===== src/rtl/cn_q_monitor.sv =====
// cn_q_monitor
//   Watches the q/qbar pair of cn_flipflop every clock. Flags a sticky error
//   when the pair is not complementary, tracks the output level with a
//   three-state FSM, counts rising/falling transitions, measures run lengths
//   and flags an output that has stayed at one level too long.
//
// Parameters
//   CNT_W        width of transition counters and run-length registers
//   STUCK_LIMIT  run length (samples) at which stuck asserts, 2..2^CNT_W-1
//
// Ports
//   clk         rising-edge clock
//   rst_n       synchronous active-low reset
//   q_in        q output of cn_flipflop
//   qbar_in     qbar output of cn_flipflop
//   clr         synchronous clear of counters, last_run and comp_err
//   rise_cnt    saturating count of 0->1 transitions
//   fall_cnt    saturating count of 1->0 transitions
//   run_len     saturating length of the current run in valid samples
//   last_run    length of the most recently completed run
//   edge_pulse  one-cycle pulse per transition
//   comp_err    sticky flag: a sample had q_in == qbar_in
//   stuck       run_len >= STUCK_LIMIT
//   level_st    FSM state: INIT=00, LOW=01, HIGH=10
module cn_q_monitor #(
  parameter int CNT_W       = 8,
  parameter int STUCK_LIMIT = 16
) (
  input  logic             clk,
  input  logic             rst_n,
  input  logic             q_in,
  input  logic             qbar_in,
  input  logic             clr,
  output logic [CNT_W-1:0] rise_cnt,
  output logic [CNT_W-1:0] fall_cnt,
  output logic [CNT_W-1:0] run_len,
  output logic [CNT_W-1:0] last_run,
  output logic             edge_pulse,
  output logic             comp_err,
  output logic             stuck,
  output logic [1:0]       level_st
);

  typedef enum logic [1:0] {
    ST_INIT = 2'b00,
    ST_LOW  = 2'b01,
    ST_HIGH = 2'b10
  } state_t;

  localparam logic [CNT_W-1:0] CNT_MAX = '1;
  localparam logic [CNT_W-1:0] LIMIT   = CNT_W'(STUCK_LIMIT);
  localparam logic [CNT_W-1:0] ONE     = CNT_W'(1);

  state_t           state_q, state_d;
  logic [CNT_W-1:0] rise_d, fall_d, run_d, last_d;
  logic             edge_d, err_d, stuck_d;
  logic             valid;

  assign valid = (q_in != qbar_in);

  always_comb begin
    state_d = state_q;
    rise_d  = rise_cnt;
    fall_d  = fall_cnt;
    run_d   = run_len;
    last_d  = last_run;
    edge_d  = 1'b0;
    err_d   = comp_err;

    if (!valid) begin
      err_d = 1'b1;
    end else begin
      unique case (state_q)
        ST_INIT: begin
          state_d = q_in ? ST_HIGH : ST_LOW;
          run_d   = ONE;
        end
        ST_LOW: begin
          if (q_in) begin
            state_d = ST_HIGH;
            last_d  = run_len;
            run_d   = ONE;
            edge_d  = 1'b1;
            if (rise_cnt != CNT_MAX) rise_d = rise_cnt + ONE;
          end else if (run_len != CNT_MAX) begin
            run_d = run_len + ONE;
          end
        end
        ST_HIGH: begin
          if (!q_in) begin
            state_d = ST_LOW;
            last_d  = run_len;
            run_d   = ONE;
            edge_d  = 1'b1;
            if (fall_cnt != CNT_MAX) fall_d = fall_cnt + ONE;
          end else if (run_len != CNT_MAX) begin
            run_d = run_len + ONE;
          end
        end
        default: state_d = ST_INIT;
      endcase
    end

    // clr zeroes the counters after the transition update; a coincident
    // invalid sample still sets comp_err (set wins over clear).
    if (clr) begin
      rise_d = '0;
      fall_d = '0;
      last_d = '0;
      if (valid) err_d = 1'b0;
    end

    stuck_d = (run_d >= LIMIT);
  end

  always_ff @(posedge clk) begin
    if (!rst_n) begin
      state_q    <= ST_INIT;
      rise_cnt   <= '0;
      fall_cnt   <= '0;
      run_len    <= '0;
      last_run   <= '0;
      edge_pulse <= 1'b0;
      comp_err   <= 1'b0;
      stuck      <= 1'b0;
    end else begin
      state_q    <= state_d;
      rise_cnt   <= rise_d;
      fall_cnt   <= fall_d;
      run_len    <= run_d;
      last_run   <= last_d;
      edge_pulse <= edge_d;
      comp_err   <= err_d;
      stuck      <= stuck_d;
    end
  end

  assign level_st = state_q;

endmodule


===== config.mk =====
export PLATFORM = sky130hd
export DESIGN_NAME = cn_q_monitor
export DESIGN_NICKNAME = d
export VERILOG_FILES = /design/src/rtl/cn_q_monitor.sv
export SDC_FILE = /design/constraint.sdc
export NUM_CORES = 1
export LEC_CHECK = 0
export BUFFER_PORTS_ARGS = -buffer_cell sky130_fd_sc_hd__buf_2
export CAP_MARGIN = 0
export CORE_MARGIN = 2
export CORE_UTILIZATION = 45
export CTS_BUF_LIST = sky130_fd_sc_hd__clkbuf_8
export DETAILED_ROUTE_END_ITERATION = 6
export GPL_ROUTABILITY_DRIVEN = 0
export PLACE_DENSITY = 0.74
export SLEW_MARGIN = 40
export SYNTH_ARGS = -nofsm -noshare
export SYNTH_HDL_FRONTEND = slang
export SYNTH_SLANG_ARGS = --single-unit

===== constraint.sdc =====
create_clock -name clk -period 5.78 [get_ports clk]
set_clock_uncertainty 0.2 [all_clocks]
set_input_delay 1.156 -clock clk [delete_from_list [all_inputs] [get_ports clk]]
set_output_delay 1.156 -clock clk [all_outputs]
set_load 0.05 [all_outputs]

==> impl_metrics.json, run 1 <==
{
  "drv_cap": 0,
  "die_area_mm2": 0.00436,
  "clock_power_share_pct": 36.4,
  "holdBufCountCts": 0,
  "netlist_area_mm2": 0.00173,
  "crit_path_start_kind": "input port",
  "status": "completed",
  "wl_met3_um": 153,
  "global_route.usage.total_pct": 17.3,
  "routed_via_density": 5.23,
  "grt-ovfl-total": 0,
  "start_util_pct": 46.9,
  "ys_top_cells_by_area": "dfxtp_1, mux2i_1, nor2_1",
  "hold_class": "reg2reg",
  "clock-sinks": 37,
  "yosys.area.top_type": "dfxtp_1",
  "finalSetupViolCount": 0,
  "route.vias.total": 1476,
  "critPathArrivalTime_ns": 2.91,
  "combPwrFrac_pct": 9.1,
  "grt_pass1_wl_um": 5810,
  "fp-row-count": 22,
  "antenna_found_initial": 0,
  "rsz0062_at_grt": "false",
  "grt_start_max_net_pins": 25,
  "postRouteWirelength_um": 3400,
  "wl_met2_um": 1530,
  "hold_viol_final": 0,
  "crit_fanout": 11,
  "dr.pass1.iters": 4,
  "drv_slew": 0,
  "max_freq_mhz": 339,
  "netlist_instances": 194,
  "ir_drop_mv": 0.141,
  "final_layout_size_suffix_gt1_share_pct": 23.5,
  "worst_ep_required_time_ns": 5.74,
  "numCtsBuffers": 5,
  "synth_warnings": 0,
  "die_y_um": 66.0,
  "dp.final_hpwl_um": 2420,
  "fin_cells": 282,
  "cts_root_buffer": "clkbuf_8",
  "cts.path.max_buffers": 2,
  "synthArstFlopShare_pct": 0,
  "pin_count": 42,
  "post_cts_resize_count": 0,
  "relSlewSlack_pct": 64.0,
  "p_leak_uw": 0.000852,
  "avgSynthCellArea_um2": 8.92,
  "share_seq_of_total_power_pct": 54.4,
  "grt_pass1_vias": 1266,
  "fp.dieW_um": 66.0,
  "finalSetupTns_ns": 0,
  "yosysTopAreaCellShare_pct": 42.8,
  "area_delta_synth_final_pct": 17.7,
  "crit_type": "in2reg",
  "core-area_mm2": 0.00369,
  "antenna_cells": 0,
  "io_buffers": 41,
  "routedLengthMet1_um": 1660,
  "wl_per_cell_um": 12.0,
  "synth_enable_flop_cells": 0,
  "dpl.cell_count": 275,
  "clock_latency_ns": 0.28,
  "power.internal_uw": 364,
  "synthFlopType": "dfxtp_1",
  "clkTransAtPathRegs_ns": 0.07,
  "cts_tree": "yes",
  "finalCritPeriodShare_pct": 51.0,
  "cts_post_setup_buffers_inserted": 0,
  "synthDistinctLibCells": 43,
  "drcViolationCount": 0,
  "yosysMostFrequentCell": "dfxtp_1",
  "end_kind": "flip-flop",
  "switchingPower_uw": 119,
  "syn_nets": 204,
  "ant_nets": 0,
  "fin_nets": 244,
  "highest_layer": "met4",
  "fillers": 372,
  "ys_ff_latch": 37,
  "ys_seq_area_share_pct": 42.8,
  "tightest_slew_ns": 0.539,
  "p_per_area_mw_per_mm2": 237,
  "drt_iter0_drc": 92,
  "sw_frac_of_total_pct": 24.6,
  "cts_htree_levels": 2,
  "yosys-top-cells-count": "dfxtp_1, nor2_1, mux2i_1, nand2_1, nand3_1",
  "timing.final.crit_period_ns": 2.95
}
## power by group through the flow
stage          clock network [uW]  logic [uW]  registers [uW]
2_1_floorplan                   0        25.2             277
3_3_place_gp                    0        43.4             268
3_5_place_dp                    0        43.7             268
4_1_cts                       182        44.1             262
5_1_grt                       197        48.2             263
6_report                      176        44.1             263
## cell families (layout without fill, tap and decap cells)
logic type,count (synthesis),count (layout),share of synthesized area [%]
AND/OR/NAND/NOR,84,84,24.6
flip-flops,37,37,42.8
AO/OA/AOI/OAI,29,29,11.8
buffers and inverters,15,55,4.27
XOR/XNOR,13,13,6.58
multiplexers,11,11,6.36
adder cells (fa/ha/maj),5,5,3.62
## cell usage in the layout, fill, tap and decap left out, drive strengths merged, types with 2 or more instances in the layout
master / Yosys / routed
a211oi: 2 / 2
mux2i: 11 / 11
clkbuf: 3 / 6
buf: 5 / 41
nand3b: 3 / 3
dfxtp: 37 / 37
nor3: 7 / 7
nor2: 30 / 30
a21oi: 9 / 9
xnor2: 6 / 6
and4: 3 / 3
nand3: 11 / 11
nor2b: 2 / 2
and3: 2 / 2
ha: 5 / 5
or3: 2 / 2
a31oi: 7 / 7
and2: 2 / 2
nand4: 6 / 6
o21ai: 5 / 5
xor2: 7 / 7
nand2: 11 / 11
inv: 6 / 7
## state kept, by name, indices dropped and copies added (netlist names)
register	flops
fall_cnt	8
last_run	8
rise_cnt	8
run_len	8
level_st	2
comp_err	1
edge_pulse	1
stuck	1
## metal layers
| layer | track usage, % | up-vias |
|---|---|---|
| li1 | - | 763 |
| met1 | 23.6 | 677 |
| met2 | 25.5 | 30 |
| met3 | 6.13 | 6 |
| met4 | 5.61 | 0 |
| met5 | 0 | - |
## worst max-delay path, cell delays in order
cell and delay, ns:
buf_2 0.18, inv_1 0.06, ha_1 0.44, nand2b_1 0.31
a21oi_1 0.17, nor3_1 0.08, or4_1 0.50
## area by class of cell
type                            count  area, um^2  share of cell area (%)
Tap cell                           48        60.1                    2.95
Inverter                            7        26.3                    1.29
Clock inverter                      1        3.75                   0.184
Sequential cell                    37         741                    36.4
Multi-Input combinational cell    142         918                    45.1
Clock buffer                        6        82.6                    4.05
Timing Repair Buffer               41         205                    10.1
## final timing paths
kind | startpoint | slack [ns] | end | cells after the start
hold reg to reg | last_run[7]$_SDFFE_PP0P_ | 0.29 | last_run[7]$_SDFFE_PP0P_ | 2
hold / removal | last_run[7]$_SDFFE_PP0P_ | 0.29 | last_run[7]$_SDFFE_PP0P_ | 2
setup reg to reg | run_len[0]$_SDFF_PN0_ | 3.44 | stuck$_SDFF_PN0_ | 6
setup / recovery | q_in | 2.83 | stuck$_SDFF_PN0_ | 7
## through the flow
step           hold WS, ns  utilization (%)  instance area, um^2  setup slack, ns  total power [uW]
2_1_floorplan        0.537                -                 1730             2.70               302
3_3_place_gp         0.269             52.8                 1950             2.64               312
3_5_place_dp         0.280             52.8                 1950             2.57               312
4_1_cts              0.298             55.2                 2030             2.86               489
5_1_grt              0.327             55.2                 2040             2.76               508
6_report             0.287             55.2                 2040             2.83               483
Power figures use the tool's default switching activity.
==> inputs of run 2 (changes only) <==
==> constraint.sdc (replaced) <==
create_clock -name clk -period 2.8 [get_ports clk]
set_clock_uncertainty 0.2 [all_clocks]
set_input_delay 0.56 -clock clk [delete_from_list [all_inputs] [get_ports clk]]
set_output_delay 0.56 -clock clk [all_outputs]
set_load 0.05 [all_outputs]
==> run 2 against run 1 <==
Effect of this change:
- combinational power up 120%
- routed wire length increased by 3.4%
- largest power group unchanged
- non-clock buffer count grew 3
==> impl_metrics.json, run 2 (synthesized netlist as in run 1, its figures left out) <==
{
  "drt_iter0_drc": 144,
  "crit_type": "reg2reg",
  "post_cts_resize_count": 0,
  "timing.final.crit_period_ns": 2.31,
  "core-area_mm2": 0.00369,
  "drcViolationCount": 0,
  "cts.path.max_buffers": 2,
  "route.vias.total": 1453,
  "ant_nets": 0,
  "final_common_cell": "buf_2",
  "holdBufCountCts": 0,
  "fin_nets": 247,
  "tightest_slew_ns": 0.773,
  "finalSetupViolCount": 0,
  "numCtsBuffers": 5,
  "pin_count": 42,
  "finalSetupTns_ns": 0,
  "clock-sinks": 37,
  "antenna_cells": 0,
  "io_buffers": 41,
  "routed_via_density": 5.08,
  "clkTransAtPathRegs_ns": 0.07,
  "grt_pass1_wl_um": 6100,
  "final_layout_size_suffix_gt1_share_pct": 24.4,
  "power.total_uw": 994,
  "global_route.usage.total_pct": 18.2,
  "rsz0062_at_grt": "false",
  "layout_common_cells": "buf_2, dfxtp_1, nor2_1",
  "cts_root_buffer": "clkbuf_8",
  "ir_drop_mv": 0.254,
  "hold_class": "reg2reg",
  "die_area_mm2": 0.00436,
  "end_kind": "flip-flop",
  "fp-row-count": 22,
  "finalCritPeriodShare_pct": 82.5,
  "grt-ovfl-total": 0,
  "hold_viol_final": 0,
  "dr.pass1.iters": 4,
  "antenna_found_initial": 0,
  "critPathArrivalTime_ns": 2.27,
  "drv_slew": 0,
  "dp.final_hpwl_um": 2460,
  "grt_pass1_vias": 1326,
  "area_delta_synth_final_pct": 18.7,
  "fp.dieW_um": 66.0,
  "crit_fanout": 8,
  "cts_htree_levels": 2,
  "postRouteWirelength_um": 3510,
  "wl_per_cell_um": 12.3,
  "cts_post_setup_buffers_inserted": 0,
  "crit_path_start_kind": "flip-flop",
  "start_util_pct": 46.9,
  "cts_tree": "yes",
  "die_y_um": 66.0,
  "clock_latency_ns": 0.28,
  "status": "completed",
  "grt_start_max_net_pins": 25,
  "worst_ep_required_time_ns": 2.76,
  "p_per_area_mw_per_mm2": 484,
  "relSlewSlack_pct": 48.3,
  "p_leak_uw": 0.000867,
  "drv_cap": 0,
  "max_freq_mhz": 433
}
==> run 2: cell types whose count changed in the layout (fill, tap and decap cells not counted), sizes merged <==
cell	before	now
buf	41	44
clkbuf	6	5
clkinv	1	3
==> run 2: where the power goes <==
part,switching [uW],internal [uW]
Sequential,7.28,532
Clock,187,169
Combinational,67.4,31.0
==> run 2: cell type report <==
cell class	instances	area [um^2]
Clock buffer	5	68.8
Sequential cell	37	741
Multi-Input combinational cell	142	916
Timing Repair Buffer	44	228
Fill cell	383	1640
Tap cell	48	60.1
Clock inverter	3	13.8
Inverter	7	26.3
==> run 2: stage by stage <==
stage               hold WS (ns)  util, %  setup WS, ns  instance area [um^2]  instances
floorplan                  0.478        -         0.306                  1730        194
global placement           0.269     53.4         0.377                  1970        278
detailed placement         0.278     53.4         0.324                  1970        278
CTS                        0.300     55.7         0.493                  2050        286
global route               0.325     55.7         0.333                  2050        286
finish                     0.293     55.7         0.490                  2050        286
==> run 2: metal layers <==
metal | track usage, % | wire, um | up-vias
met3 | 5.45 | 147 | 5
met4 | 6.12 | 51 | 0
met5 | 0 | 0 | -
li1 | - | - | 761
met1 | 24.9 | 1800 | 659
met2 | 27.1 | 1510 | 28
==> run 2: worst max-delay path, cell delays in order (launching register included) <==
cell	delay [ns]
dfxtp_1	0.42
ha_1	0.34
nand4_1	0.17
or3_1	0.35
a21oi_1	0.17
nor3_1	0.07
or4_1	0.47
==> run 2: final timing paths <==
path	start	slack, ns	endpoint	cells past startpoint
max reg2reg	run_len[1]$_SDFF_PN0_	0.49	stuck$_SDFF_PN0_	6
min reg2reg	last_run[0]$_SDFFE_PP0P_	0.29	last_run[0]$_SDFFE_PP0P_	2
min	last_run[0]$_SDFFE_PP0P_	0.29	last_run[0]$_SDFFE_PP0P_	2
max	run_len[1]$_SDFF_PN0_	0.49	stuck$_SDFF_PN0_	6
==> inputs of run 3 (changes only) <==
--- a/config.mk
+++ b/config.mk
@@ -12,7 +12,7 @@
 export CTS_BUF_LIST = sky130_fd_sc_hd__clkbuf_8
 export DETAILED_ROUTE_END_ITERATION = 6
 export GPL_ROUTABILITY_DRIVEN = 0
-export PLACE_DENSITY = 0.74
+export PLACE_DENSITY = 0.77
 export SLEW_MARGIN = 40
 export SYNTH_ARGS = -nofsm -noshare
 export SYNTH_HDL_FRONTEND = slang
==> constraint.sdc (replaced) <==
create_clock -name clk -period 1.95 [get_ports clk]
set_clock_uncertainty 0.2 [all_clocks]
set_input_delay 0.39 -clock clk [delete_from_list [all_inputs] [get_ports clk]]
set_output_delay 0.39 -clock clk [all_outputs]
set_load 0.05 [all_outputs]
==> run 3 against run 2 <==
Effect of this change:
- highest routed layer unchanged
- critical endpoint unchanged
- critical path depth stayed put
- sequential power rose by 44%
- setup slack lost 0.52 ns
- first-iteration DRC count decreased by 6.3%
- worst hold slack worse by 0.11 ns
- global-route usage grew 1.8 points
- the flow now finishes with violations (negative setup slack)
- combinational power increased by 75%
- maximum frequency grew 17%
==> impl_metrics.json, run 3 (synthesized netlist as in run 1, its figures left out) <==
{
  "drv_slew": 0,
  "clock_power_share_pct": 37.2,
  "timing.final.crit_period_ns": 1.98,
  "drcViolationCount": 0,
  "cts_root_buffer": "clkbuf_8",
  "routed_via_density": 5.29,
  "switchingPower_uw": 393,
  "layout_common_cells": "buf_2, nor2_1, dfxtp_1",
  "p_per_area_mw_per_mm2": 658,
  "rsz0062_at_grt": "true",
  "cpPeakStageDelay_ns": 0.53,
  "ant_nets": 0,
  "crit_start": "run_len[0]$_SDFF_PN0_",
  "postRouteWirelength_um": 4110,
  "route.vias.total": 1620,
  "pin_count": 42,
  "critPathCapture": "stuck$_SDFF_PN0_",
  "hold_class": "in2reg",
  "die_area_mm2": 0.00436,
  "finalSetupViolCount": 1,
  "drt_iter0_drc": 135,
  "finalCritPeriodShare_pct": 101,
  "dpl_cell_area_mm2": 0.00213,
  "ir_drop_mv": 0.552,
  "drv_cap": 0,
  "dr.pass1.iters": 4,
  "preCtsSetupSlack_ns": -0.217,
  "worst_ep_required_time_ns": 1.92,
  "grt-ovfl-total": 0,
  "final_common_cell": "buf_2",
  "start_util_pct": 46.9,
  "cts_tree": "yes",
  "antenna_found_initial": 0,
  "cts.path.max_buffers": 2,
  "io_buffers": 41,
  "grt_pass1_vias": 1480,
  "die_y_um": 66.0,
  "cpMaxStageDelayCell": "or4_1",
  "area_delta_synth_final_pct": 32.7,
  "numCtsBuffers": 5,
  "wl_per_cell_um": 13.4,
  "crit_path_start_kind": "flip-flop",
  "ff2ff_path_depth": 6,
  "violations": "negative setup slack",
  "tightest_slew_ns": 0.425,
  "status": "finished with violations",
  "crit_cells": 6,
  "dp.final_hpwl_um": 2950,
  "finalInstanceArea_mm2": 0.00230,
  "global_route.usage.total_pct": 19.9,
  "fillers": 324,
  "r2r_setup_slack_ns": -0.03,
  "share_seq_of_total_power_pct": 51.4,
  "clock-sinks": 37,
  "fin_nets": 267,
  "grt_pass1_wl_um": 6530,
  "sw_frac_of_total_pct": 26.0,
  "combPwrFrac_pct": 11.4,
  "max_freq_mhz": 505,
  "cts_htree_levels": 2,
  "antenna_cells": 0,
  "cp_cell_sequence": "ha_4, buf_6, or2b_1, mux2i_1, o21ai_1, or4_1",
  "cp_top_family": "simple AND/OR/NAND/NOR gates",
  "hold_viol_final": 0,
  "power.internal_uw": 1120,
  "grt_start_max_net_pins": 23,
  "cp_num_buf_inv": 1,
  "core-area_mm2": 0.00369,
  "r2r_start": "run_len[0]$_SDFF_PN0_",
  "rr_endpoint": "stuck$_SDFF_PN0_",
  "clkTransAtPathRegs_ns": 0.07,
  "fin_ws_ns": -0.0288,
  "clock_latency_ns": 0.30,
  "crit_fanout": 4,
  "crit_type": "reg2reg",
  "p_leak_uw": 0.000988,
  "fp.dieW_um": 66.0,
  "fp-row-count": 22,
  "final_layout_size_suffix_gt1_share_pct": 35.7,
  "relSlewSlack_pct": 71.6,
  "critPathArrivalTime_ns": 1.95,
  "end_kind": "flip-flop"
}
run 3: changes by cell type in the layout (fill, tap and decap cells not counted), moves of 2 or more:
cell / delta
dfxtp_1: -9
buf_4: +17
buf_12: +2
dfxtp_2: +7
dfxtp_4: +2
run 3: through the flow:
stage,std cells,TNS (ns),total power [uW],utilization [%],hold slack [ns]
floorplan,194,-0.584,902,-,0.307
global placement,292,-0.342,950,57.6,0.274
detailed placement,292,-0.574,953,57.6,0.280
CTS,302,-0.0308,1520,60.8,0.185
global route,306,-0.0713,1570,62.2,0.197
finish,306,-0.0288,1510,62.2,0.187
run 3: power groups by stage:
| stage | Combinational, uW | Clock (uW) | Sequential [uW] |
|---|---|---|---|
| floorplan | 79.7 | 0 | 822 |
| global placement | 155 | 0 | 795 |
| detailed placement | 158 | 0 | 795 |
| CTS | 163 | 577 | 777 |
| global route | 187 | 608 | 779 |
| finish | 172 | 562 | 777 |
run 3: cell type report:
type	count	area [um^2]	share of cell area, %
well taps	48	60.1	2.62
flip-flops and latches	37	757	33.0
repair buffers	64	407	17.7
multi-input cells	142	950	41.4
inverters	7	26.3	1.14
clock inverters	2	13.8	0.599
clock buffers	6	82.6	3.60
run 3: layer usage:
metal  global-route usage [%]  wire, um
met1                     25.1      1860
met2                     31.1      1950
met3                     5.28       192
met4                     10.7        99
met5                        0         0
run 3: worst min path at each step:
stage / start / endpoint / depth (start not counted)
finish: rst_n / run_len[1]$_SDFF_PN0_ / 2
CTS: rst_n / run_len[1]$_SDFF_PN0_ / 2
global placement: comp_err$_SDFF_PN0_ / comp_err$_SDFF_PN0_ / 2
detailed placement: last_run[4]$_SDFFE_PP0P_ / last_run[4]$_SDFFE_PP0P_ / 2
floorplan: rst_n / run_len[1]$_SDFF_PN0_ / 1
global route: rst_n / run_len[1]$_SDFF_PN0_ / 2
run 3: timing repair:
action | CTS | global route
hold buffers | 0 | 0
pin swaps | 2 | 6
setup buffers | 2 | 4
hold endpoints to repair | 0 | 0
gates resized for setup | 1 | 3
endpoints found under the setup margin | 1 | 2
run 3: worst reg2reg max path: stages, from the launching register on:
cell and delay, ns:
dfxtp_4 0.36, ha_4 0.17, buf_6 0.11, or2b_1 0.20, mux2i_1 0.17, o21ai_1 0.11
or4_1 0.53
